<file path="config.mk">
export PLATFORM = sky130hd
export DESIGN_NAME = ha_array_reduce_seq
export DESIGN_NICKNAME = d
export VERILOG_FILES = /design/src/rtl/ha_array_reduce_seq.sv
export SDC_FILE = /design/constraint.sdc
export NUM_CORES = 1
export LEC_CHECK = 0
export BUFFER_PORTS_ARGS = -buffer_cell sky130_fd_sc_hd__buf_2
export CORE_MARGIN = 2
export CORE_UTILIZATION = 46
export CTS_CLUSTER_SIZE = 14
export DETAILED_ROUTE_END_ITERATION = 12
export PLACE_DENSITY = 0.67
export SYNTH_ARGS = -nofsm -noshare
export SYNTH_HDL_FRONTEND = slang
export SYNTH_SLANG_ARGS = --single-unit
export TNS_END_PERCENT = 5
</file>
<file path="constraint.sdc">
create_clock -name clk -period 6 [get_ports clk]
set_input_delay 1.2 -clock clk [delete_from_list [all_inputs] [get_ports clk]]
set_output_delay 1.2 -clock clk [all_outputs]
set_load 0.01 [all_outputs]
</file>
<file path="src/rtl/ha_array_reduce_seq.sv">
// ha_array_reduce_seq
// Back end of the unsigned 8x8 HA-array multiplier. It captures the four
// b/t rows from the approximate front end, folds in one row per clock and
// presents a saturated 16-bit product behind a valid/ready handshake.
//
// Build option: define HA_ARRAY_BIAS_COMP_EN to add the constant BIAS to
// the final sum ahead of saturation. Left undefined, BIAS is not used.
//
// state | meaning
// IDLE  | waiting for a row set, in_ready high
// ACC   | adding row cnt into acc, one row per clock
// DONE  | product valid, held until the consumer takes it
module ha_array_reduce_seq #(
  parameter logic [15:0] BIAS = 16'd0
) (
  input  logic        clk,
  input  logic        rst_n,
  input  logic        in_valid,
  output logic        in_ready,
  input  logic [6:0]  ha_array_0_b,
  input  logic [8:0]  ha_array_0_t,
  input  logic [6:0]  ha_array_1_b,
  input  logic [8:0]  ha_array_1_t,
  input  logic [6:0]  ha_array_2_b,
  input  logic [8:0]  ha_array_2_t,
  input  logic [6:0]  ha_array_3_b,
  input  logic [8:0]  ha_array_3_t,
  output logic        out_valid,
  input  logic        out_ready,
  output logic [15:0] product
);

  typedef enum logic [1:0] {
    IDLE = 2'd0,
    ACC  = 2'd1,
    DONE = 2'd2
  } state_t;

  state_t state, state_next;

  // Each row stored as {b[6:0], t[8:0]}; index k is row k.
  logic [3:0][15:0] rows_q;
  logic [17:0]      acc;
  logic [1:0]       cnt;

  logic [15:0] row_sel;
  logic [9:0]  row_val;
  logic [17:0] row_term;
  logic [17:0] acc_sum;
  logic [17:0] final_sum;
  logic [15:0] final_sat;

`ifndef HA_ARRAY_BIAS_COMP_EN
  // BIAS only feeds the compensation adder; tie it off when that is absent.
  logic unused_bias;
  assign unused_bias = ^BIAS;
`endif

  // Row value for the current count, shifted into place and added to acc.
  always_comb begin
    row_sel   = rows_q[cnt];
    row_val   = {1'b0, row_sel[8:0]} + {1'b0, row_sel[15:9], 2'b00};
    row_term  = {8'b0, row_val} << {cnt, 1'b0};
    acc_sum   = acc + row_term;
`ifdef HA_ARRAY_BIAS_COMP_EN
    final_sum = acc_sum + {2'b00, BIAS};
`else
    final_sum = acc_sum;
`endif
    // Worst case (all rows max, plus BIAS) still fits 18 bits, so only
    // the top two bits need inspecting for saturation.
    final_sat = (|final_sum[17:16]) ? 16'hFFFF : final_sum[15:0];
  end

  // State register.
  always_ff @(posedge clk or negedge rst_n) begin
    if (!rst_n) state <= IDLE;
    else        state <= state_next;
  end

  // Next-state and handshake outputs.
  always_comb begin
    state_next = state;
    in_ready   = 1'b0;
    out_valid  = 1'b0;
    case (state)
      IDLE: begin
        in_ready = 1'b1;
        if (in_valid) state_next = ACC;
      end
      ACC: begin
        if (cnt == 2'd3) state_next = DONE;
      end
      DONE: begin
        out_valid = 1'b1;
        // Returning to IDLE (not straight to ACC) keeps accept and
        // product handoff in separate cycles.
        if (out_ready) state_next = IDLE;
      end
      default: state_next = IDLE;
    endcase
  end

  // Row capture, accumulation and product load.
  always_ff @(posedge clk or negedge rst_n) begin
    if (!rst_n) begin
      rows_q  <= '0;
      acc     <= '0;
      cnt     <= '0;
      product <= '0;
    end else begin
      case (state)
        IDLE: begin
          if (in_valid) begin
            rows_q <= {ha_array_3_b, ha_array_3_t,
                       ha_array_2_b, ha_array_2_t,
                       ha_array_1_b, ha_array_1_t,
                       ha_array_0_b, ha_array_0_t};
            acc    <= '0;
            cnt    <= '0;
          end
        end
        ACC: begin
          acc <= acc_sum;
          cnt <= cnt + 2'd1;
          if (cnt == 2'd3) product <= final_sat;
        end
        default: ;
      endcase
    end
  end

endmodule

</file>
# After elaboration in Yosys (flattened, before gate mapping)
# Index checks and enable logic that the tools add are counted.
[classes] eq_ne=6 mux=13 n_lt_le_gt_ge=1 n_reduce_logical=7 shifts=1 n_addsub=3
[ops] op="case mux 18 bit (2 select lines)" n=1
[ops] op="binary-select mux 16 bit (select 2 bit)" n=1
[ops] op="2-to-1 mux 16 bit" n=2
[ops] op="adder 18 bit" n=1
[ops] op="2-to-1 mux 18 bit" n=1
[ops] op="left shift 10 x 3 -> 18 bit" n=1
[ops] op="adder 9 x 9 -> 10 bit" n=1
[ops] op="2-to-1 mux 2 bit" n=4
[ops] op="!= test 2 bit (second input constant)" n=3
[ops] op="case mux 2 bit (3 select lines)" n=1
[ops] op="AND reduction 2 bit" n=3
[ops] op="== test 2 bit (second input constant)" n=2
[ops] op="case mux 2 bit (2 select lines)" n=1
[ops] op="less-than comparator 2 x 3 -> 1 bit (second input constant)" n=1
[ops] op="AND reduction 3 bit" n=1
[ops] op="adder 2 x 1 -> 2 bit (second input constant)" n=1
[ops] op="== test 2 x 1 -> 1 bit (second input constant)" n=1
[ops] op="zero test 2 bit" n=1
[ops] op="2-to-1 mux 1 bit" n=2
[ops] op="nonzero test 2 bit" n=1
[ops] op="OR reduction 2 bit" n=1
[totals] register_bits=102 out_inout_bits=18 in_bits=68

# Longest topological paths before layout
[depth] word_depth=7 depth_mapped=20 depth_no_buf=16

# Worst setup path after synthesis
# Ideal clock, no wire load.
[synth_path] path_kind="reg-to-reg" start="register cnt[0]" end="register product[10]" n_path_buf=4 required_time_ns=5.865 stages_incl_launch_ff=19 setup_ns=0.135 t_arrival_ns=5.191 period_less_slack_ns=5.325 setup_slack_ns=0.675 cell_sequence="dfrtp_1 -> clkbuf_1 -> buf_1 -> mux4_2 -> ha_1 -> a21oi_1 -> o21a_1 -> o21bai_1 -> a21o_1 -> mux4_2 -> ha_1 -> buf_2 -> a21oi_2 -> o221ai_1 -> nor2b_1 -> or4_4 -> a211oi_4 -> buf_6 -> a31oi_1"
[synth_via] elab_chain_len=7 word_cells_on_any_way=9 classes_between="2 x add/sub; 1 x eq/ne; 1 x shift; 3 x mux; 2 x reduce/logical"
[synth_lines] element="from (decl)" line_no="44" rtl="logic [1:0] cnt;"
[synth_lines] element="from (signal assigned)" line_no="125" rtl="cnt <= cnt + 2'd1;"
[synth_lines] element="binary-select mux 16 bit (select 2 bit)" line_no="61" rtl="row_sel = rows_q[cnt];"
[synth_lines] element="2-to-1 mux 16 bit (not written as such)" line_no="61"
[synth_lines] element="adder 9 x 9 -> 10 bit" line_no="62" rtl="row_val = {1'b0, row_sel[8:0]} + {1'b0, row_sel[15:9], 2'b00};"
[synth_lines] element="left shift 10 x 3 -> 18 bit" line_no="63" rtl="row_term = {8'b0, row_val} << {cnt, 1'b0};"
[synth_lines] element="adder 18 bit" line_no="64" rtl="acc_sum = acc + row_term;"
[synth_lines] element="OR reduction 2 bit" line_no="72" rtl="final_sat = (|final_sum[17:16]) ? 16'hFFFF : final_sum[15:0];"
[synth_lines] element="2-to-1 mux 16 bit" line_no="72"
[synth_lines] element="to (signal assigned)" line_no="126" rtl="if (cnt == 2'd3) product <= final_sat;"
[synth_lines] element="to (decl)" line_no="30" rtl="output logic [15:0] product"
# Parallel ways exist; a longest one is shown, timed or not. The select of a mux whose other input is x is not followed.
# A chain may end at the register's enable or synchronous reset.

# Final worst setup path
[layout_path] start="register cnt[1]" end="register product[4]"
# The elaborated chain is that of the path after synthesis.

==> metrics.txt <==
synth unique cells=46; starting density of the core=46.9%; # DRC=0; 1st-iter DRT viols=324; Via density=5.43; commonest non-fill, non-tap cells in the layout=215 x nand2_1, 102 x dfrtp_1, 84 x buf_2; Critical-path top delay cell=dfrtp_1; Final Hold Vio Count=0; Hold WC Path Type=flip-flop to flip-flop; CTS tree=built; share of layout cells above drive strength 1=18.8%; die span in y=~110 um; Inserted Clock Buffers=9; clock skew=7.58 ps; WP buf/inv=0; worst-path cell chain=mux4_2 -> ha_1 -> a21o_1 -> a21oi_1 -> o21a_1 -> o21bai_1 -> a21o_1 -> mux4_2 -> ha_1 -> a21oi_2 -> o221ai_1 -> nor2b_1 -> or4_4 -> a211oi_4 -> a31oi_1; IO Port Bufs=85; asr flop ratio synth=100%; CTS resizes=0; largest net degree at the start of global routing=82; Synth area leaders=dfrtp_1 46%, nand2_1 15%, mux4_2 6.0%; cell area after synthesis=~5600 um2; Synth Net Count=717; crit start category=flip-flop; number of synthesized flops with an enable pin=0; register bit total from synthesis=102; grt ovf=0; Clock Latency Late Sink=340 ps; # H-tree levels=3; status=complete, no violations; setup_tns=0 ps; RSZ-0062 raised after global routing=no; fin. max-slew vios=0; critical path's top delay family=compound AO/OA/AOI/OAI gates; Crit. End Element=flip-flop; most common cell after layout, fill and taps aside=nand2_1; Max Fclk=183 MHz; I/O pin total=86; Layout Area Growth over Synthesis=13.9%; vias in the first global route=4394; clock buffer depth=2; clk sinks=102; Syn. warnings=0; first-pass GRT wire length=21400 um; Slew @ Worst Pin=1150 ps; Synth Flop Type=dfrtp_1; Gate Count Post-Synth=623; Root Buffer=clkbuf_16; Synth area leader=dfrtp_1; Critical Path Max Stage Delay=approximately 830 ps; Worst EP required=6180 ps; clock-pin slew on the worst setup and hold paths=70 ps; # diodes=0; sequential element share of the synthesized area=45.7%; antenna violations before repair=0; hpwl dp=a little over 9000 um; DR WL/cell=15.1 um; Avg Inst Size Synth=8.96 um2; Arr. time, crit path=5660 ps; Period minus WS final=5480 ps; DIE WIDTH=~110 um; max_cap viols=0; crit path kind=flip-flop to flip-flop; Core Region=11900 um2; setup bufs post-CTS=0; GPL Wtd Cong=0.954; CTS Hold Bufs=0; Final setup viols=0; first-pass iteration count of the detailed router=5; relative slew slack=23.4%; Nets=roughly 780; routed vias=4546; Std-Cell Rows=40; CP max FO=19; final period utilization=91.3%; Antenna Nets Post-Route=0; Yosys top cell area share=45.7%; die area=13000 um2; final WL=roughly 13000 um; GRT Util Overall=20.6%
## state kept, by name (all words and copies together) (netlist names)
register / cells
acc: 18
cnt: 2
product: 16
rows_q: 64
state: 2
## kinds of logic after synthesis
family | count (synthesis) | synth area share (%)
fa+ha+maj | 26 | 6.09
mux | 19 | 6.77
buf+inv | 49 | 3.50
simple gates | 290 | 21.2
compound gates | 119 | 13.9
xor+xnor | 18 | 2.82
flops | 102 | 45.7
## metrics by stage
| step | hold slack (ps) | utilization, % | setup slack, ps | cell area, um2 | std cells |
|---|---|---|---|---|---|
| 2_1_floorplan | 438 | - | 675 | 5580 | 623 |
| 3_3_place_gp | 453 | 51.1 | 747 | 6090 | 821 |
| 3_5_place_dp | 457 | 51.1 | 537 | 6090 | 821 |
| 4_1_cts | 475 | 53.4 | 512 | 6360 | 837 |
| 5_1_grt | 489 | 53.4 | 191 | 6360 | 837 |
| 6_report | 476 | 53.4 | 523 | 6360 | 837 |
## synthesized netlist by cell type, types with 2 or more instances
cell,number
a211oi_1,3
a21oi_2,4
o22ai_1,3
nor3_1,2
a31oi_1,20
o211ai_1,3
nand3_1,21
nand4_1,5
nand2b_1,4
o31ai_1,5
nor2b_1,4
o21ai_0,30
fa_1,2
xor2_1,6
ha_1,24
o21bai_1,4
o211a_1,2
dfrtp_1,102
inv_1,8
a21boi_0,2
buf_1,3
a21o_1,11
nor3b_1,2
a21oi_1,18
mux4_2,15
or3_1,2
nor2_1,29
xnor2_1,12
a22o_1,2
clkbuf_1,34
and2_1,3
o21a_1,4
buf_2,3
nand2_1,216
mux2i_1,4
## final timing paths
kind,startpoint,end,slack [ps],cells after the start
worst max-delay path,cnt[1],product[4],520,15
worst min-delay path,rows_q[40],rows_q[40],480,2
worst max register to register,cnt[1],product[4],520,15
worst min register to register,rows_q[40],rows_q[40],480,2
max in group asynchronous,rst_n,rows_q[43],4030,2
min in group asynchronous,rst_n,product[2],840,1
## per-layer routing
layer	track usage, %	up-vias	share of wire, %
met5	0	-	0
met4	6.34	0	2.1
met3	3.65	25	4.2
met2	34.5	113	49
met1	27.6	2160	45
li1	-	2248	-
## area by class of cell
class	instances	area [um2]
clock buffer	11	233
clock inverter	5	41.3
fill	1100	5550
inverter	8	30.0
multi-input combinational	472	2840
sequential	102	2550
tap	147	184
timing repair buffer	92	480
## worst register-to-register path: cells and delay by family (launching register included)
family,cells,cell delay (ps)
DFF,1,830
and+or+nand+nor,2,670
AOI/OAI and AO/OA,9,2170
adders and majority gates,2,710
muxes,2,930
Power is not shown: default switching activity piles up to over one toggle a cycle in this logic, so the estimate is an artifact.
